`src/rtl/fifo_tx_pkg.sv`:
```
// Shared definitions for the FIFO-fed serial transmitter: the controller
// state encoding and the level the serial line rests at between frames.
package fifo_tx_pkg;

  typedef enum logic [2:0] {
    IDLE,
    READ,
    LOAD,
    START,
    DATA,
    PARITY,
    STOP
  } tx_state_e;

  localparam logic IDLE_LEVEL = 1'b1;

endpackage

```
`src/rtl/bit_timer.sv`:
```
// Bit-period timer: counts CLKS_PER_BIT clock cycles per serial bit and
// flags the last cycle of each bit so the controller knows when to advance.
module bit_timer #(
  parameter int CLKS_PER_BIT = 4,
  localparam int CW = (CLKS_PER_BIT > 1) ? $clog2(CLKS_PER_BIT) : 1
) (
  input  logic          clk,
  input  logic          rst,
  input  logic          restart_i,
  output logic          bit_tick_o,
  output logic [CW-1:0] count_o
);

  localparam logic [CW-1:0] LAST = CW'(CLKS_PER_BIT - 1);

  logic [CW-1:0] cnt_q;

  assign bit_tick_o = (cnt_q == LAST);
  assign count_o    = cnt_q;

  // Cycle counter: cleared by reset or restart, otherwise wraps after the last cycle of a bit
  always_ff @(posedge clk) begin
    if (rst || restart_i) begin
      cnt_q <= '0;
    end else if (bit_tick_o) begin
      cnt_q <= '0;
    end else begin
      cnt_q <= cnt_q + CW'(1);
    end
  end

endmodule

```
`src/rtl/fifo_serial_tx.sv`:
```
// FIFO-reader serial transmitter. Pops one word at a time from a synchronous
// FIFO and sends it as start bit, N data bits LSB first, optional even parity
// bit and stop bit. Define TX_PARITY_EN to include the parity bit.
module fifo_serial_tx
  import fifo_tx_pkg::*;
#(
  parameter int N            = 4,
  parameter int CLKS_PER_BIT = 4
) (
  input  logic         clk,
  input  logic         rst,
  input  logic         tx_en,
  input  logic         fifo_empty,
  input  logic [N-1:0] fifo_data,
  output logic         fifo_rd_en,
  output logic         tx,
  output logic         busy,
  output logic         word_done
);

  localparam int CW = (CLKS_PER_BIT > 1) ? $clog2(CLKS_PER_BIT) : 1;
  localparam int BW = $clog2(N + 1);
  localparam bit SINGLE_CLK = (CLKS_PER_BIT == 1);
  localparam logic [CW-1:0] PRELAST = CW'((CLKS_PER_BIT > 1) ? CLKS_PER_BIT - 2 : 0);
  localparam logic [BW-1:0] LASTBIT = BW'(N - 1);

  tx_state_e     state_q, state_d;
  logic [N-1:0]  shift_q, shift_d;
  logic [BW-1:0] bitcnt_q, bitcnt_d;
  logic          tx_q, tx_d;
  logic          rd_q, rd_d;
  logic          busy_q, busy_d;
  logic          done_q, done_d;
`ifdef TX_PARITY_EN
  logic          parity_q, parity_d;
`endif

  logic          bitTick;
  logic [CW-1:0] bitCount;
  logic          timerRestart;

  // The bit clock is held at zero until the frame proper begins, so START gets a full bit time
  assign timerRestart = (state_q == IDLE) || (state_q == READ) || (state_q == LOAD);

  bit_timer #(
    .CLKS_PER_BIT(CLKS_PER_BIT)
  ) u_bit_timer (
    .clk       (clk),
    .rst       (rst),
    .restart_i (timerRestart),
    .bit_tick_o(bitTick),
    .count_o   (bitCount)
  );

  assign fifo_rd_en = rd_q;
  assign tx         = tx_q;
  assign busy       = busy_q;
  assign word_done  = done_q;

  // Next-state and next-output logic; outputs are computed one cycle ahead so they leave registered
  always_comb begin
    state_d  = state_q;
    shift_d  = shift_q;
    bitcnt_d = bitcnt_q;
    tx_d     = tx_q;
    rd_d     = 1'b0;
    done_d   = 1'b0;
`ifdef TX_PARITY_EN
    parity_d = parity_q;
`endif
    case (state_q)
      IDLE: begin
        tx_d = IDLE_LEVEL;
        if (tx_en && !fifo_empty) begin
          state_d = READ;
          rd_d    = 1'b1;
        end
      end
      READ: begin
        state_d = LOAD;
      end
      LOAD: begin
        // The FIFO only presents real data in the cycle after the pop, so capture happens here alone
        shift_d  = fifo_data;
        bitcnt_d = '0;
        tx_d     = 1'b0;
        state_d  = START;
`ifdef TX_PARITY_EN
        parity_d = ^fifo_data;
`endif
      end
      START: begin
        if (bitTick) begin
          state_d  = DATA;
          tx_d     = shift_q[0];
          shift_d  = shift_q >> 1;
          bitcnt_d = '0;
        end
      end
      DATA: begin
        if (bitTick) begin
          if (bitcnt_q == LASTBIT) begin
`ifdef TX_PARITY_EN
            state_d = PARITY;
            tx_d    = parity_q;
`else
            state_d = STOP;
            tx_d    = IDLE_LEVEL;
            if (SINGLE_CLK) done_d = 1'b1;
`endif
          end else begin
            tx_d     = shift_q[0];
            shift_d  = shift_q >> 1;
            bitcnt_d = bitcnt_q + BW'(1);
          end
        end
      end
`ifdef TX_PARITY_EN
      PARITY: begin
        if (bitTick) begin
          state_d = STOP;
          tx_d    = IDLE_LEVEL;
          if (SINGLE_CLK) done_d = 1'b1;
        end
      end
`endif
      STOP: begin
        tx_d = IDLE_LEVEL;
        if (bitTick) begin
          if (tx_en && !fifo_empty) begin
            state_d = READ;
            rd_d    = 1'b1;
          end else begin
            state_d = IDLE;
          end
        end else if (!SINGLE_CLK && (bitCount == PRELAST)) begin
          done_d = 1'b1;
        end
      end
      default: begin
        state_d = IDLE;
        tx_d    = IDLE_LEVEL;
      end
    endcase
    busy_d = (state_d != IDLE);
  end

  // State and output registers with synchronous reset; a reset abandons any word in flight
  always_ff @(posedge clk) begin
    if (rst) begin
      state_q  <= IDLE;
      shift_q  <= '0;
      bitcnt_q <= '0;
      tx_q     <= IDLE_LEVEL;
      rd_q     <= 1'b0;
      busy_q   <= 1'b0;
      done_q   <= 1'b0;
`ifdef TX_PARITY_EN
      parity_q <= 1'b0;
`endif
    end else begin
      state_q  <= state_d;
      shift_q  <= shift_d;
      bitcnt_q <= bitcnt_d;
      tx_q     <= tx_d;
      rd_q     <= rd_d;
      busy_q   <= busy_d;
      done_q   <= done_d;
`ifdef TX_PARITY_EN
      parity_q <= parity_d;
`endif
    end
  end

endmodule

```
`config.mk`:
```
export PLATFORM = sky130hd
export DESIGN_NAME = fifo_serial_tx
export DESIGN_NICKNAME = d
export VERILOG_FILES = /design/src/rtl/fifo_tx_pkg.sv /design/src/rtl/bit_timer.sv /design/src/rtl/fifo_serial_tx.sv
export SDC_FILE = /design/constraint.sdc
export NUM_CORES = 1
export LEC_CHECK = 0
export ABC_CLOCK_PERIOD_IN_PS = 3340
export BUFFER_PORTS_ARGS = -buffer_cell sky130_fd_sc_hd__buf_4
export CAP_MARGIN = 20
export CORE_ASPECT_RATIO = 1.2
export CORE_UTILIZATION = 30
export CTS_BUF_LIST = sky130_fd_sc_hd__clkbuf_2 sky130_fd_sc_hd__clkbuf_4 sky130_fd_sc_hd__clkbuf_8
export CTS_CLUSTER_DIAMETER = 100
export DETAILED_ROUTE_END_ITERATION = 7
export PLACE_DENSITY = 0.57
export SETUP_SLACK_MARGIN = 0.5
export SLEW_MARGIN = 20
export SYNTH_ARGS = -nofsm -noshare
export SYNTH_HDL_FRONTEND = slang
export SYNTH_SLANG_ARGS = --single-unit
```
`constraint.sdc`:
```
create_clock -name clk -period 3.34 [get_ports clk]
set_input_delay 0.835 -clock clk [delete_from_list [all_inputs] [get_ports clk]]
set_output_delay 0.835 -clock clk [all_outputs]
set_load 0.01 [all_outputs]
```
; ---- Yosys cells after proc, flatten, opt, wreduce, memory -nomap -nowiden
; Cells that the tools add are included.
[totals]
reg_bits = 16
mem_bits_ro = 0
n_memories = 0
out_inout_bits = 4
latchBits = 0
ramBits = 0
elab_cells = 58
[classes]
n_mul = 0
mux = 23
eq_ne = 11
n_addsub = 2
bitwise_logic = 2
n_reduce_logical = 12
div = 0
n_lt_le_gt_ge = 0
n_shift = 0
[ops]
columns = op, count
row1 = two-way mux 3 bit, 8
row2 = case mux 3 bit (6 select lines), 1
row3 = two-way mux 4 bit, 3
row4 = case mux 4 bit (3 select lines), 1
row5 = "equality test 3 x 2 -> 1 bit, second input constant", 3
row6 = case mux 3 bit (3 select lines), 1
row7 = two-way mux 1 bit, 7
row8 = "equality test 3 bit, second input constant", 2
row9 = "!= test 2 bit, second input constant", 3
row10 = nonzero test 3 bit, 2
row11 = "equality test 2 bit, second input constant", 2
row12 = case mux 1 bit (4 select lines), 1
row13 = AND reduction 4 bit, 1
row14 = "adder 3 x 1 -> 3 bit, second input constant", 1
row15 = "equality test 3 x 1 -> 1 bit, second input constant", 1
row16 = logical NOT 3 bit, 1
row17 = logical OR 1 bit, 3
row18 = AND reduction 3 bit, 1
row19 = OR reduction 3 bit, 1
row20 = "adder 2 x 1 -> 2 bit, second input constant", 1
row21 = NOT 1 bit, 2
row22 = case mux 1 bit (2 select lines), 1
row23 = OR reduction 2 bit, 1
row24 = logical AND 1 bit, 1
row25 = logical NOT 1 bit, 1

; ---- Depth between registers and ports, before layout
; Gate-level depths: netlist of run 1.
[logic_depth]
ltp_word = 6
ltp_mapped = 6
ltp_nobuf = 6

; ---- By module
; A second synthesis of run 1 with hierarchy kept.
[hier_totals]
hier_cells = 91
hier_area_um2 = 833.3
[by_module_without_submodules]
columns = mod, n_inst, cells_per_inst, area_per_inst_um2
row1 = fifo_serial_tx, 1, 86, 753.2
row2 = bit_timer, 1, 5, 80.1

; ---- Worst setup path after synthesis of run 1
; Ideal clock, no wire load.
[synth_path]
kind = reg2reg
from = reg bitcnt_q[0]
to = reg tx_q (netlist: tx)
period_less_slack_ps = 1588
required_time_ps = 3214
t_arrival_ps = 1461
slack_ps = 1752
setup_ps = 126
path_stages_with_launch = 7
path_cell_list = dfxtp_1 ha_1 ha_1 nand4bb_1 a21o_1 a221oi_1 a21oi_1
[synth_between]
elab_chain_len = 4
[synth_lines]
columns = item, line
row1 = "start, declared", fifo_serial_tx.sv:29  ; logic [BW-1:0] bitcnt_q, bitcnt_d;
row2 = "start signal, assigned", fifo_serial_tx.sv:164  ; bitcnt_q <= bitcnt_d;
row3 = equality test 3 x 2 -> 1 bit, fifo_serial_tx.sv:102  ; if (bitcnt_q == LASTBIT) begin
row4 = two-way mux 1 bit, fifo_serial_tx.sv:102
row5 = two-way mux 1 bit, fifo_serial_tx.sv:101  ; if (bitTick) begin
row6 = case mux 1 bit (4 select lines), fifo_serial_tx.sv:71  ; case (state_q)
row7 = "end signal, assigned", fifo_serial_tx.sv:165  ; tx_q <= tx_d;
row8 = "end, declared", fifo_serial_tx.sv:30  ; logic tx_q, tx_d;
; No other way between the ends. The select of a mux whose other input is x is not followed.
; A chain may end at the register's enable or synchronous reset.

; ---- Final worst setup path of run 1
[layout_path]
from = reg bitcnt_q[0]
to = reg shift_q[1]
[layout_between]
elab_chain_len = 3
[layout_lines]
columns = item, line
row1 = equality test 3 x 2 -> 1 bit, fifo_serial_tx.sv:102
row2 = != test 2 bit (no source line), -
row3 = AND reduction 4 bit (no source line), -
row4 = "end signal, assigned", fifo_serial_tx.sv:163  ; shift_q <= shift_d;
row5 = "end, declared", fifo_serial_tx.sv:28  ; logic [N-1:0] shift_q, shift_d;
; No other way between the ends.

==> flow_summary.json, run 1 <==
{
  "diodes": 0,
  "yosys_warnings": 0,
  "hold_class": "reg2reg",
  "finalSetupViolCount": 0,
  "wl_um": 1650,
  "crit_fanout": 5,
  "finalHoldViolCount": 0,
  "vias": 702,
  "syn_inst": 95,
  "gp_congestion": 0.798,
  "area_growth_pct": 16.9,
  "seq_area_frac_synth": 0.390,
  "power_switching_mw": 0.138,
  "clk_pin_slew_ps": 100,
  "portBuffers": 11,
  "drt_first_pass_iters": 4,
  "h-tree-depth": 1,
  "criticalPathCategory": "reg2reg",
  "postLayoutSetupSlackWorst_ps": 1580,
  "final_cell_mix": "16 x dfxtp_1, 11 x a21oi_1, 11 x buf_4",
  "cts_sinks": 16,
  "tns_ps": 0,
  "power_density_nw_per_um2": 479,
  "p_comb_frac": 0.219,
  "first_global_vias": 649,
  "antenna_left": 0,
  "drive_above_1_share": 0.210,
  "synthAdderAreaFrac": 0.0609,
  "dpl_cell_area_um2": 925,
  "synth_mux_area_frac": 0.0502,
  "critical-path-max-stage-delay_ps": 400,
  "path_cells": "ha_1, ha_1, nand4bb_1, a21oi_1, nor3_1, a211oi_2",
  "cp_top_family": "compound AO/OA/AOI/OAI gates",
  "period_needed_ps": 1760,
  "p_leak_nw": 0.354,
  "holdWs_ps": 460,
  "tritoncts": "built",
  "stdcell_area_um2": 961,
  "die_h_um": 59.3,
  "p_int_mw": 0.323,
  "drv_cap": 0,
  "cp.arrival_ps": 1970,
  "outcome": "finished, final reports clean",
  "tightestPinTransition_ps": 502,
  "cts_inserted_buffers": 3,
  "p_clk_frac": 0.282,
  "grt-ovfl-total": 0,
  "cts_resized": 0,
  "rsz0062_at_grt": "false",
  "via_per_inst": 5.09,
  "ys_types": 31,
  "p_seq_frac": 0.499,
  "synth_xor_area_frac": 0,
  "swShare": 0.300,
  "synth_compound_area_frac": 0.237,
  "grt_max_degree": 17,
  "slew_headroom": 0.665,
  "slowest_stage": "a21oi_1",
  "ys_ff_latch": 16,
  "cts_root_buf": "clkbuf_4",
  "synth_top_family_by_area": "compound AO/OA/AOI/OAI gates",
  "cp-start-kind": "register",
  "clk-insertion-delay-late_ps": 280,
  "syn_avg_cell_area_um2": 8.65,
  "layout_commonest_cell": "dfxtp_1",
  "wl_met2_um": 787,
  "crit_required_ps": 3550,
  "fmax_mhz": 569,
  "dieArea_um2": 2950,
  "synthSimpleGateAreaFrac": 0.218,
  "place_ws_ps": 1630,
  "die_x_um": 49.8,
  "period_share": 0.526,
  "drt_iter0_markers": 10,
  "critPathCaptureType": "register",
  "crit_buf_inv": 0,
  "fin_nets": 118,
  "cts.path.max_buffers": 2,
  "wl_met1_um": 816,
  "crit_top_cell": "ha_1",
  "wl_met3_um": 28,
  "holdBufCountCts": 0,
  "io_pins": 12,
  "top_layer": "met4",
  "dpl.hpwl_um": 1180,
  "n_fill_cell": 268,
  "antenna_found_initial": 0,
  "final_max_slew_viol_count": 0,
  "drc": 0,
  "initial_utilization": 0.319,
  "finClkSkew_ps": 6.75,
  "num_rows": 20,
  "wl_per_cell_um": 12.0,
  "netlist_area_um2": 822,
  "syn_nets": 107,
  "grt_pass1_wl_um": 2780,
  "groute.usage.overall": 0.122,
  "core_region_area_um2": 2580,
  "max-vdd-ir-drop_mv": 0.186,
  "post-cts-setup-buffers": 0
}
-- registers in the layout, indices dropped and copies added (netlist names) --
name and count:
shift_q 4, bitcnt_q 3, state_q 3, u_bit_timer.count_o 2, busy 1, fifo_rd_en 1
tx 1, word_done 1
-- metal layers --
layer  vias up  global-route usage
li1        365                   -
met1       325               0.158
met2        10               0.199
met3         2             0.00769
met4         0              0.0735
met5         -                   0
-- power by group through the flow --
stage / Combinational (mW) / Clock [mW] / Sequential, mW
floorplan: 0.0842 / 0 / 0.223
detailed placement: 0.101 / 0 / 0.234
global placement: 0.101 / 0 / 0.235
CTS: 0.101 / 0.132 / 0.230
global route: 0.112 / 0.139 / 0.233
finish: 0.101 / 0.130 / 0.230
-- cells in the mapped netlist, drive strengths merged --
| library cell | n | area [um^2] |
|---|---|---|
| a21oi | 11 | 55.1 |
| mux2 | 1 | 11.3 |
| o21ba | 1 | 10.0 |
| or3b | 1 | 11.3 |
| nand2 | 8 | 30.0 |
| mux2i | 3 | 30.0 |
| nor4 | 2 | 12.5 |
| o32ai | 1 | 8.76 |
| clkbuf | 2 | 7.51 |
| o221ai | 1 | 8.76 |
| a21o | 2 | 15.0 |
| o22ai | 1 | 6.26 |
| o21ai | 3 | 26.3 |
| nand4b | 1 | 8.76 |
| nor2b | 1 | 6.26 |
| nor2 | 9 | 33.8 |
| a221oi | 1 | 8.76 |
| nand2b | 2 | 12.5 |
| a211oi | 3 | 37.5 |
| nand4 | 1 | 6.26 |
| dfxtp | 16 | 320 |
| nand3 | 4 | 20.0 |
| nand4bb | 1 | 11.3 |
| ha | 4 | 50.1 |
| buf | 3 | 13.8 |
| a31oi | 3 | 18.8 |
| or3 | 1 | 6.26 |
| nor3 | 4 | 20.0 |
| inv | 4 | 15.0 |
-- layout make-up --
| cell class | instances | area (um^2) | share of cell area |
|---|---|---|---|
| Sequential cell | 16 | 320 | 0.333 |
| Inverter | 4 | 15.0 | 0.0156 |
| Multi-Input combinational cell | 70 | 465 | 0.484 |
| Clock buffer | 4 | 36.3 | 0.0378 |
| Tap cell | 33 | 41.3 | 0.0430 |
| Timing Repair Buffer | 11 | 82.6 | 0.0859 |
-- worst paths after layout --
check	from	end	slack, ps	cells past startpoint
max	bitcnt_q[0]	shift_q[1]	1580	6
min	u_bit_timer.count_o[0]	u_bit_timer.count_o[0]	460	1
max reg2reg	bitcnt_q[0]	shift_q[1]	1580	6
min reg2reg	u_bit_timer.count_o[0]	u_bit_timer.count_o[0]	460	1
-- stage by stage --
stage	total power, mW	std cells	utilization
global placement	0.335	134	0.359
floorplan	0.307	95	-
CTS	0.463	138	0.373
finish	0.461	138	0.373
global route	0.485	138	0.373
detailed placement	0.335	134	0.359
-- cell families after synthesis --
group,after synthesis
simple gates,35
compound gates,27
flops,16
fa+ha+maj,4
buf+inv,9
mux,4
Note: power is estimated with default switching activity, not from simulation.
==> run 2, diff against run 1 <==
--- a/config.mk
+++ b/config.mk
@@ -5,7 +5,7 @@
 export SDC_FILE = /design/constraint.sdc
 export NUM_CORES = 1
 export LEC_CHECK = 0
-export ABC_CLOCK_PERIOD_IN_PS = 3340
+export ABC_CLOCK_PERIOD_IN_PS = 1450
 export BUFFER_PORTS_ARGS = -buffer_cell sky130_fd_sc_hd__buf_4
 export CAP_MARGIN = 20
 export CORE_ASPECT_RATIO = 1.2
@@ -13,7 +13,7 @@
 export CTS_BUF_LIST = sky130_fd_sc_hd__clkbuf_2 sky130_fd_sc_hd__clkbuf_4 sky130_fd_sc_hd__clkbuf_8
 export CTS_CLUSTER_DIAMETER = 100
 export DETAILED_ROUTE_END_ITERATION = 7
-export PLACE_DENSITY = 0.57
+export PLACE_DENSITY = 0.59
 export SETUP_SLACK_MARGIN = 0.5
 export SLEW_MARGIN = 20
 export SYNTH_ARGS = -nofsm -noshare
==> constraint.sdc (replaced) <==
create_clock -name clk -period 1.45 [get_ports clk]
set_input_delay 0.3625 -clock clk [delete_from_list [all_inputs] [get_ports clk]]
set_output_delay 0.3625 -clock clk [all_outputs]
set_load 0.01 [all_outputs]
==> flow_summary.json, run 2 (same netlist as run 1, synthesis figures left out) <==
{
  "outcome": "complete, but fails checks",
  "violations": "negative setup slack",
  "place_ws_ps": -25.6,
  "dpl.hpwl_um": 1350,
  "critPathCaptureType": "register",
  "holdPathStages": 2,
  "first_global_vias": 760,
  "wl_per_cell_um": 14.3,
  "cp.arrival_ps": 1710,
  "clk-insertion-delay-late_ps": 300,
  "grt-ovfl-total": 0,
  "slew_headroom": 0.830,
  "holdBufCountCts": 0,
  "postLayoutSetupSlackWorst_ps": -80.0,
  "gp_congestion": 0.801,
  "wl_um": 2220,
  "grt_pass1_wl_um": 3530,
  "tritoncts": "built",
  "clk_pin_slew_ps": 100,
  "diodes": 0,
  "regToRegStartpoint": "bitcnt_q[1]",
  "drv_cap": 0,
  "cp-start-kind": "register",
  "groute.usage.overall": 0.165,
  "placed_cells": 142,
  "reg2reg_slack_ps": -80,
  "multi_input_area_um2": 604,
  "vias": 797,
  "fin_nets": 135,
  "period_needed_ps": 1530,
  "top_register": "shift_q",
  "area_growth_pct": 58.4,
  "num_rows": 20,
  "fin_cells": 155,
  "drive_above_1_share": 0.557,
  "reg2reg_to": "tx",
  "crit_required_ps": 1630,
  "tightestPinTransition_ps": 255,
  "portBuffers": 11,
  "finalHoldViolCount": 0,
  "power_mw": 1.16,
  "period_share": 1.06,
  "fmax_mhz": 654,
  "core_region_area_um2": 2580,
  "cts_inserted_buffers": 3,
  "final_cell_mix": "17 x buf_4, 10 x buf_6, 9 x a21oi_1",
  "top_regs": "shift_q (4), bitcnt_q (3), state_q (3)",
  "final_max_slew_viol_count": 0,
  "drc": 0,
  "cts_sinks": 16,
  "finish.utilization": 0.505,
  "io_pins": 12,
  "cts_root_buf": "clkbuf_4",
  "crit_fanout": 4,
  "h-tree-depth": 1,
  "antenna_found_initial": 0,
  "die_x_um": 49.8,
  "via_per_inst": 5.14,
  "p_leak_nw": 0.478,
  "grt_max_degree": 17,
  "drt_iter0_markers": 20,
  "cts.path.max_buffers": 2,
  "n_fill_cell": 220,
  "worstHoldStart": "rst",
  "hold_class": "in2reg",
  "rsz0062_at_grt": "true",
  "hold_end": "state_q[2]",
  "drt_first_pass_iters": 4,
  "largest_register_ffs": 4,
  "antenna_left": 0,
  "area.sequential_um2": 340,
  "die_h_um": 59.3,
  "finalSetupViolCount": 6,
  "dieArea_um2": 2950,
  "tns_ps": -217,
  "criticalPathCategory": "reg2reg",
  "rr_worst_depth": 6,
  "power_density_nw_per_um2": 894,
  "initial_utilization": 0.319,
  "max-vdd-ir-drop_mv": 0.481,
  "finClkSkew_ps": 6.04,
  "layout_commonest_cell": "buf_4"
}
-- run 2: changes by cell type in the layout (fill, tap and decap cells not counted), sizes merged --
cell / delta
buf: +17
-- run 2: area by class of cell --
| cell class | count | share of cell area |
|---|---|---|
| Clock buffer | 4 | 0.0279 |
| Inverter | 4 | 0.0154 |
| Multi-Input combinational cell | 70 | 0.464 |
| Sequential cell | 16 | 0.261 |
| Tap cell | 33 | 0.0317 |
| Timing Repair Buffer | 28 | 0.200 |
-- run 2: worst max-delay path: stages (launching register included) --
cell and delay, ps:
dfxtp_2 340, ha_4 160, ha_4 150, nand4bb_4 220
a21o_1 240, a221oi_2 250, a21oi_1 60
-- run 2: metal layers --
metal,GRT usage,up-vias,wire length (um)
li1,-,402,-
met1,0.194,374,1010
met2,0.276,14,1100
met3,0.0308,7,62
met4,0.102,0,57
met5,0,-,0
-- run 2: power by group --
group | switching, mW | total [mW] | internal [mW]
Sequential | 0.0392 | 0.521 | 0.481
Clock | 0.152 | 0.305 | 0.153
Combinational | 0.177 | 0.338 | 0.161
Total | 0.369 | 1.16 | 0.795
-- run 2: timing repair --
| action | in CTS | in global routing |
|---|---|---|
| pin swaps | 7 | 3 |
| setup endpoints to repair | 20 | 20 |
| setup buffers | 7 | 2 |
| gates cloned | 0 | 0 |
| resized for setup | 25 | 9 |
-- run 2: per-stage QoR --
stage	cell area (um^2)	hold WS [ps]
6_report	1300	392
3_3_place_gp	1060	402
5_1_grt	1300	377
2_1_floorplan	902	396
4_1_cts	1230	363
3_5_place_dp	1060	412
-- run 2: worst max-delay path by stage --
stage / depth (start not counted) / slack, ps / endpoint / start
after CTS: 6 / -60 / tx / bitcnt_q[1]
after global placement: 6 / 10 / tx / bitcnt_q[1]
after global routing: 6 / -130 / tx / bitcnt_q[1]
final: 6 / -80 / tx / bitcnt_q[1]
after floorplan: 6 / 20 / tx / bitcnt_q[0]
after detailed placement: 6 / -30 / tx / bitcnt_q[1]
